==> config.mk <==
export PLATFORM = sky130hd
export DESIGN_NAME = jtag_tap_controller_flat
export DESIGN_NICKNAME = d
export VERILOG_FILES = /design/src/rtl/jtag_pkg.sv /design/src/rtl/jtag_tap_controller_if.sv /design/src/rtl/jtag_tap_fsm.sv /design/src/rtl/jtag_tap_controller.sv /design/src/flat_wrapper.sv
export SDC_FILE = /design/constraint.sdc
export NUM_CORES = 1
export LEC_CHECK = 0
export CAP_MARGIN = 20
export CORE_MARGIN = 3
export CORE_UTILIZATION = 40
export CTS_BUF_LIST = sky130_fd_sc_hd__clkbuf_8
export DETAILED_ROUTE_END_ITERATION = 8
export PLACE_DENSITY_LB_ADDON = 0.12
export REMOVE_ABC_BUFFERS = 1
export SYNTH_ARGS = -nofsm -noshare
export SYNTH_HDL_FRONTEND = slang
export SYNTH_SLANG_ARGS = --single-unit
==> constraint.sdc <==
create_clock -name TCK -period 2.1 [get_ports TCK]
set_input_delay 0.315 -clock TCK [delete_from_list [all_inputs] [get_ports TCK]]
set_output_delay 0.315 -clock TCK [all_outputs]
set_load 0.02 [all_outputs]
==> src/rtl/jtag_pkg.sv <==
// Shared JTAG definitions: TAP state encodings, instruction opcodes, strobe bundle
// and the TAP transition/decode helpers used by the TAP, the TDO mux and the DR chains.
package jtag_pkg;

    localparam int unsigned IR_BITS_DEFAULT = 5;

    // IEEE 1149.1 TAP states with their fixed 4-bit visibility encodings
    typedef enum logic [3:0] {
        EX2_DR = 4'h0,
        EX1_DR = 4'h1,
        SH_DR  = 4'h2,
        PAU_DR = 4'h3,
        SEL_IR = 4'h4,
        UPD_DR = 4'h5,
        CAP_DR = 4'h6,
        SEL_DR = 4'h7,
        EX2_IR = 4'h8,
        EX1_IR = 4'h9,
        SH_IR  = 4'hA,
        PAU_IR = 4'hB,
        RTI    = 4'hC,
        UPD_IR = 4'hD,
        CAP_IR = 4'hE,
        TLR    = 4'hF
    } tap_state_e;

    // RISC-V debug transport instruction opcodes
    localparam logic [4:0] IDCODE     = 5'h01;
    localparam logic [4:0] DTM_CSR    = 5'h10;
    localparam logic [4:0] DMI_ACCESS = 5'h11;
    localparam logic [4:0] BYPASS     = 5'h1F;

    // One flag per state-qualified strobe; at most one is set at a time
    typedef struct packed {
        logic tlr_active;
        logic capture_dr;
        logic shift_dr;
        logic update_dr;
        logic capture_ir;
        logic shift_ir;
        logic update_ir;
    } tap_strobes_t;

    // TAP transition graph: next state for the sampled TMS
    function automatic tap_state_e tap_next(input tap_state_e s, input logic tms);
        tap_state_e n;
        case (s)
            TLR:     n = tms ? TLR    : RTI;
            RTI:     n = tms ? SEL_DR : RTI;
            SEL_DR:  n = tms ? SEL_IR : CAP_DR;
            CAP_DR:  n = tms ? EX1_DR : SH_DR;
            SH_DR:   n = tms ? EX1_DR : SH_DR;
            EX1_DR:  n = tms ? UPD_DR : PAU_DR;
            PAU_DR:  n = tms ? EX2_DR : PAU_DR;
            EX2_DR:  n = tms ? UPD_DR : SH_DR;
            UPD_DR:  n = tms ? SEL_DR : RTI;
            SEL_IR:  n = tms ? TLR    : CAP_IR;
            CAP_IR:  n = tms ? EX1_IR : SH_IR;
            SH_IR:   n = tms ? EX1_IR : SH_IR;
            EX1_IR:  n = tms ? UPD_IR : PAU_IR;
            PAU_IR:  n = tms ? EX2_IR : PAU_IR;
            EX2_IR:  n = tms ? UPD_IR : SH_IR;
            UPD_IR:  n = tms ? SEL_DR : RTI;
            default: n = TLR;
        endcase
        return n;
    endfunction

    // Moore decode of a state into its strobes
    function automatic tap_strobes_t tap_decode(input tap_state_e s);
        tap_strobes_t d;
        d.tlr_active = (s == TLR);
        d.capture_dr = (s == CAP_DR);
        d.shift_dr   = (s == SH_DR);
        d.update_dr  = (s == UPD_DR);
        d.capture_ir = (s == CAP_IR);
        d.shift_ir   = (s == SH_IR);
        d.update_ir  = (s == UPD_IR);
        return d;
    endfunction

endpackage

==> src/rtl/jtag_tap_controller_if.sv <==
// TAP controller bus: TMS/TDI from the probe side, instruction and strobes toward
// the TDO mux and DR chains.
interface jtag_tap_controller_if #(
    parameter int unsigned IR_BITS = jtag_pkg::IR_BITS_DEFAULT
) ();
    logic               TMS;
    logic               TDI;
    logic [IR_BITS-1:0] instr_reg_out;
    logic               ir_shift_out;
    logic               Shift_IR;
    logic               Shift_DR;
    logic               Capture_DR;
    logic               Update_DR;
    logic               Capture_IR;
    logic               Update_IR;
    logic               tlr_active;
    logic [3:0]         tap_state;

    // Probe / test-access side
    modport master (
        output TMS, TDI,
        input  instr_reg_out, ir_shift_out, Shift_IR, Shift_DR, Capture_DR,
               Update_DR, Capture_IR, Update_IR, tlr_active, tap_state
    );

    // TAP controller side
    modport slave (
        input  TMS, TDI,
        output instr_reg_out, ir_shift_out, Shift_IR, Shift_DR, Capture_DR,
               Update_DR, Capture_IR, Update_IR, tlr_active, tap_state
    );
endinterface

==> src/rtl/jtag_tap_fsm.sv <==
// TAP state register with registered Moore strobes. The strobes are registered from
// the next state, so they line up exactly with the state they describe.
module jtag_tap_fsm
    import jtag_pkg::*;
(
    input  logic         clk,
    input  logic         rst,
    input  logic         tms,
    output tap_state_e   state,
    output tap_strobes_t strobes
);

    // State and strobe registers, synchronous reset into Test-Logic-Reset
    always_ff @(posedge clk) begin
        if (rst) begin
            state   <= TLR;
            strobes <= tap_decode(TLR);
        end else begin
            state   <= tap_next(state, tms);
            strobes <= tap_decode(tap_next(state, tms));
        end
    end

endmodule

==> src/rtl/jtag_tap_controller.sv <==
// IEEE 1149.1 TAP controller for the RISC-V debug port: TAP FSM plus the
// instruction shifter and the update (current instruction) register.
module jtag_tap_controller
    import jtag_pkg::*;
#(
    parameter int unsigned        IR_BITS      = IR_BITS_DEFAULT,
    parameter logic [IR_BITS-1:0] IR_RESET_VAL = IR_BITS'(IDCODE),
    parameter logic [IR_BITS-1:0] IR_CAPT_VAL  = IR_BITS'(5'h01)
) (
    input  logic                  TCK,
    input  logic                  TRST,
    jtag_tap_controller_if.slave  bus
);

    tap_state_e         state;
    tap_strobes_t       strobes;
    logic [IR_BITS-1:0] ir_sh;
    logic [IR_BITS-1:0] instr;

    jtag_tap_fsm u_fsm (
        .clk     (TCK),
        .rst     (TRST),
        .tms     (bus.TMS),
        .state   (state),
        .strobes (strobes)
    );

    // IR shifter: parallel capture, then LSB-first shift with TDI entering at the MSB
    always_ff @(posedge TCK) begin
        if (TRST) begin
            ir_sh <= '0;
        end else if (state == CAP_IR) begin
            ir_sh <= IR_CAPT_VAL;
        end else if (state == SH_IR) begin
            ir_sh <= {bus.TDI, ir_sh[IR_BITS-1:1]};
        end
    end

    // Current instruction: loaded from the shifter in Update-IR, forced to IDCODE in TLR
    always_ff @(posedge TCK) begin
        if (TRST) begin
            instr <= IR_RESET_VAL;
        end else if (state == TLR) begin
            instr <= IR_RESET_VAL;
        end else if (state == UPD_IR) begin
            instr <= ir_sh;
        end
    end

    assign bus.instr_reg_out = instr;
    assign bus.ir_shift_out  = ir_sh[0];
    assign bus.tap_state     = 4'(state);
    assign bus.tlr_active    = strobes.tlr_active;
    assign bus.Capture_DR    = strobes.capture_dr;
    assign bus.Shift_DR      = strobes.shift_dr;
    assign bus.Update_DR     = strobes.update_dr;
    assign bus.Capture_IR    = strobes.capture_ir;
    assign bus.Shift_IR      = strobes.shift_ir;
    assign bus.Update_IR     = strobes.update_ir;

endmodule

==> src/flat_wrapper.sv <==
// flat-port wrapper written by rule: the top's interface ports become plain ports
module jtag_tap_controller_flat import jtag_pkg::*;
#(
    parameter int unsigned        IR_BITS      = IR_BITS_DEFAULT,
    parameter logic [IR_BITS-1:0] IR_RESET_VAL = IR_BITS'(IDCODE),
    parameter logic [IR_BITS-1:0] IR_CAPT_VAL  = IR_BITS'(5'h01)
)
  (TCK, TRST, bus_TMS, bus_TDI, bus_instr_reg_out, bus_ir_shift_out, bus_Shift_IR, bus_Shift_DR, bus_Capture_DR, bus_Update_DR, bus_Capture_IR, bus_Update_IR, bus_tlr_active, bus_tap_state);
  jtag_tap_controller_if #(.IR_BITS(IR_BITS)) bus_i ();
  input  logic TCK;
  input  logic TRST;
  input wire logic [$bits(bus_i.TMS)-1:0] bus_TMS;
  input wire logic [$bits(bus_i.TDI)-1:0] bus_TDI;
  output wire logic [$bits(bus_i.instr_reg_out)-1:0] bus_instr_reg_out;
  output wire logic [$bits(bus_i.ir_shift_out)-1:0] bus_ir_shift_out;
  output wire logic [$bits(bus_i.Shift_IR)-1:0] bus_Shift_IR;
  output wire logic [$bits(bus_i.Shift_DR)-1:0] bus_Shift_DR;
  output wire logic [$bits(bus_i.Capture_DR)-1:0] bus_Capture_DR;
  output wire logic [$bits(bus_i.Update_DR)-1:0] bus_Update_DR;
  output wire logic [$bits(bus_i.Capture_IR)-1:0] bus_Capture_IR;
  output wire logic [$bits(bus_i.Update_IR)-1:0] bus_Update_IR;
  output wire logic [$bits(bus_i.tlr_active)-1:0] bus_tlr_active;
  output wire logic [$bits(bus_i.tap_state)-1:0] bus_tap_state;
  assign bus_i.TMS = bus_TMS;
  assign bus_i.TDI = bus_TDI;
  assign bus_instr_reg_out = bus_i.instr_reg_out;
  assign bus_ir_shift_out = bus_i.ir_shift_out;
  assign bus_Shift_IR = bus_i.Shift_IR;
  assign bus_Shift_DR = bus_i.Shift_DR;
  assign bus_Capture_DR = bus_i.Capture_DR;
  assign bus_Update_DR = bus_i.Update_DR;
  assign bus_Capture_IR = bus_i.Capture_IR;
  assign bus_Update_IR = bus_i.Update_IR;
  assign bus_tlr_active = bus_i.tlr_active;
  assign bus_tap_state = bus_i.tap_state;
  jtag_tap_controller #(.IR_BITS(IR_BITS), .IR_RESET_VAL(IR_RESET_VAL), .IR_CAPT_VAL(IR_CAPT_VAL)) u_core (.TCK(TCK), .TRST(TRST), .bus(bus_i));
endmodule
* After elaboration in Yosys (flattened, before gate mapping)
Index checks and enable logic that the tools add are counted.
Word-level totals: memories 0, flip-flop bits (word level) 21, latch bits 0, output and inout bits 17, bits in writable memories 0, ROM bits 0, bits of input ports 4
Operators by class: multiplexer cells 16, order comparisons 0, eq/ne operators 22, reduce and logical (&&, ||, !) cells 7, bitwise operators 0, multiply operators 0, shift operators 0, add/sub/neg operators 0, divide/modulo/power cells 0
Operators by type and width (count):
- 4-bit == test, second input constant | 12
- 4-bit case mux with 12 select lines | 1
- 4-bit by 3-bit == test with 1-bit output, second input constant | 6
- 4-bit by 2-bit == test with 1-bit output, second input constant | 3
- 2-bit 2-to-1 mux | 6
- 3-bit 2-to-1 mux | 4
- 4-bit 2-to-1 mux | 2
- 2-bit OR reduction | 4
- 4-bit by 1-bit == test with 1-bit output, second input constant | 1
- 4-bit logical NOT | 1
- 1-bit 2-to-1 mux | 3
- 3-bit OR reduction | 1
- 2-bit nonzero test | 1

* Longest topological paths before layout
word-level depth 5, mapped depth 4

* Cells and area by module
Synthesis repeated with hierarchy kept, for this count alone.
Unflattened totals: cells, all modules 98, area total of the unflattened synthesis 970.9 um^2
Modules (own cells, without submodules):
- jtag_tap_fsm | times used 1, area each 486.7 um^2, cells an instance 52, seq. area each 220.2 um^2
- jtag_tap_controller | times used 1, area each 484.2 um^2, cells an instance 46, seq. area each 200.2 um^2

* Worst setup path before layout
Ideal clock, no wire load.
kind flip-flop to flip-flop, from register u_core.u_fsm.state[1], to register u_core.u_fsm.state[1], cell stages (with the launch flop) 4, path slack 0.807 ns, arrival 1.159 ns, required time 1.966 ns, setup time 0.134 ns, cells stage by stage dfxtp_1 buf_4 a21oi_2 or4_1
Between the ends: longest elaborated chain between the ends 3, elaborated cells between the ends (all ways) 20
RTL lines:
- start: declaration | line jtag_tap_fsm.sv:9 | output tap_state_e state,
- start signal: assignment | line jtag_tap_fsm.sv:19 | state <= tap_next(state, tms);
- 4-bit by 3-bit == test with 1-bit output (tied with other cells) | line jtag_pkg.sv:47 | case (s)
- 3-bit OR reduction (no source line) / 2-bit OR reduction (equally long branches)
- 4-bit case mux with 12 select lines * | line jtag_pkg.sv:47
Mark *: on every way between the ends. The rest lies on a longest branch, timed or not. A chain may end at the register's enable or synchronous reset.

* Worst setup path after layout
from register u_core.u_fsm.state[3], to output bus_tap_state[3]
RTL lines:
- end: declaration | line flat_wrapper.sv:23 | output wire logic [$bits(bus_i.tap_state)-1:0] bus_tap_state;
No word-level cell between the ends.

==> flow_metrics.tcl <==
set metrics [dict create \
    drive_above_1_share_pct 8.929 \
    hold_end "u_core.bus.instr_reg_out[2]" \
    worstPathMaxFanout 16 \
    die_w_um 51.85 \
    rows 15 \
    min_period_ns 1.867 \
    rsz0062_at_grt "false" \
    crit_type "reg -> out" \
    ys_seq_elements 21 \
    ctsResizeCount 0 \
    syn-cell-area_sq_um 840.8 \
    grt_pass1_vias 656 \
    ff_latch_area_sq_um 420.4 \
    htree_levels 1 \
    async_reset_ff_share_pct 0 \
    num_vias 709 \
    drt-initial-drc-count 13 \
    dp.cells 133 \
    vias_per_cell 5.175 \
    ys_seq_area_share_pct 50.00 \
    min_path_type "reg -> reg" \
    design_area_sq_um 1087 \
    cts-root-buf "clkbuf_8" \
    start_util_pct 45.25 \
    cp.arrival_ns 1.55 \
    startpoint_type "register" \
    post-route-period-util_pct 88.90 \
    numCtsBuffers 3 \
    fmax_mhz 535.6 \
    multiInputGateArea_sq_um 371.6 \
    core_region_area_sq_um 1858 \
    grtUsageTotal_pct 14.71 \
    tightest_slew_ns 0.4536 \
    crit_path_top_delay_cell "clkdlybuf4s50_1" \
    synth_ff_type "dfxtp_1" \
    crit_family "buffers and inverters" \
    syn_to_final_growth_pct 29.32 \
    yosysWarnings 0 \
    hold_viol_final 0 \
    worstPathCellList "clkdlybuf4s50_1" \
    critical-path-max-stage-delay_ns 0.70 \
    syn_avg_cell_area_sq_um 9.041 \
    drt-pass1-iter-count 4 \
    routed_wl_mm 1.698 \
    placed_area_sq_um 1042 \
    powerDensity_nw_per_um2 795.9 \
    holdPathStages 2 \
    total_leakage_power_nw 0.3984 \
    n_antenna_cell 0 \
    maxSlewViolCount 0 \
    grt_antenna_before_repair 0 \
    grt_overflow 0 \
    setup_viol 0 \
    cap_viol_max_count 0 \
    nFillCells 169 \
    clk_pin_slew_worst_paths_ns 0.07 \
    dieArea_sq_um 2688 \
    cts.path.max_buffers 2 \
    postSynthCellCount 93 \
    grt_start_max_net_pins 18 \
    clock_sinks 21 \
    crit_buf_inv 1 \
    port_buffers 20 \
    outcome "finished clean" \
    instances_no_fill 137 \
    critPathCaptureType "primary output" \
    synth_edf_count 0 \
    cts_tree "yes" \
    synth_cell_types 31 \
    required_ns 1.78 \
    fin_nets 117 \
    final.setup.tns_ns 0 \
    reg2reg_to "u_core.u_fsm.state[1]" \
    grt_pass1_wl_mm 2.932 \
    total_power_mw 0.8654 \
    cts_setup_buffers 0 \
    worstRegToRegCells 3 \
    min_from "u_core.bus.instr_reg_out[2]" \
    drcViolationCount 0 \
    place_congestion 0.7472 \
    insertion_delay_ns 0.25 \
    io_pins 21 \
    hpwlAfterDp_mm 1.213 \
    clock_skew_ns 0.001508 \
    relSlewSlack_pct 69.72 \
    ant_nets 0 \
    r2r-start "u_core.u_fsm.state[1]" \
    ir_drop_uv 444.5 \
    rrSetupSlack_ns 0.67 \
    wl_per_cell_um 12.39 \
    holdBufCountCts 0 \
    dieHeight_um 51.85 \
]
[state kept, by name, indices dropped and copies added, names as in the netlist]
signal                    flops
u_core.bus.instr_reg_out      5
u_core.ir_sh                  5
u_core.u_fsm.state            4
u_core.u_fsm.strobes          7
[cell usage in the layout (no fill, tap or decap), drive strengths merged]
cell type	synthesis	final
or4	1	1
nand2b	3	3
inv	1	2
o21bai	1	1
clkbuf	1	3
or2	2	2
nor4b	1	1
nor3	4	4
nand3	7	7
a211o	2	2
and3	1	1
o32ai	1	1
and3b	1	1
a21oi	11	11
a31o	1	1
nor2	3	3
nand4b	1	1
o21ai	1	1
nor4	2	2
nand2	12	12
a21o	1	1
nand3b	5	5
dfxtp	21	21
buf	6	2
nor3b	2	2
or2b	1	1
clkdlybuf4s50	0	20
[cells in the mapped netlist (all sizes together), types with 2 or more instances]
cell     n  area [sq um]
dfxtp   21         420.4
nand2   12         45.04
a21oi   11         58.81
nand3    7         35.03
buf      6         41.28
nand3b   5         37.54
nor3     4         20.02
nand2b   3         21.27
nor2     3         11.26
a211o    2         17.52
nor3b    2         15.01
nor4     2         12.51
or2      2         12.52
[layer usage]
layer,up-vias,routed length (um),global-route usage (%)
li1,363,-,-
met1,327,780,18.18
met2,17,852,23.85
met3,2,58,2.865
met4,0,7,7.860
met5,-,0,0
[where the power goes]
group / switching [mW] / internal, mW / leakage (nW) / total [mW]
sequential: 0.0302 / 0.417 / 0.171 / 0.447
clock: 0.120 / 0.130 / 0.0269 / 0.250
combinational: 0.0901 / 0.0781 / 0.200 / 0.168
total: 0.241 / 0.625 / 0.398 / 0.865
[cells by family (layout without fill, tap and decap cells)]
| kind of cell | count (synthesis) | in the layout | share of synthesized area [%] |
|---|---|---|---|
| AOI/OAI and AO/OA | 18 | 18 | 13.54 |
| DFF | 21 | 21 | 50.00 |
| buffers and inverters | 8 | 27 | 5.802 |
| and+or+nand+nor | 46 | 46 | 30.66 |
[how the worst max path moves through the flow]
stage | start | end | slack [ns] | cells after the start
after floorplan | u_core.u_fsm.state[1] | u_core.u_fsm.state[1] | 0.66 | 3
after global placement | bus_TMS | u_core.u_fsm.state[1] | 0.45 | 4
after detailed placement | bus_TMS | u_core.u_fsm.state[1] | 0.43 | 4
after CTS | u_core.u_fsm.state[3] | bus_tap_state[3] | 0.22 | 1
after global routing | u_core.u_fsm.state[3] | bus_tap_state[3] | 0.14 | 1
final | u_core.u_fsm.state[3] | bus_tap_state[3] | 0.23 | 1
[cell type report]
type / instances / share of cell area, %
Clock inverter: 1 / 0.3452
Sequential cell: 21 / 38.67
Clock buffer: 3 / 3.797
Multi-Input combinational cell: 64 / 34.18
Timing Repair Buffer: 22 / 19.79
Tap cell: 25 / 2.877
Inverter: 1 / 0.3452
[through the flow]
step / util [%] / setup WS, ns / hold slack [ns]
floorplan: - / 0.6585 / 0.3841
global placement: 56.09 / 0.4483 / 0.4427
detailed placement: 56.09 / 0.4278 / 0.4450
CTS: 58.52 / 0.2177 / 0.4562
global route: 58.52 / 0.1447 / 0.4685
finish: 58.52 / 0.2330 / 0.4516
No activity file was read; power rests on OpenSTA's default activity.
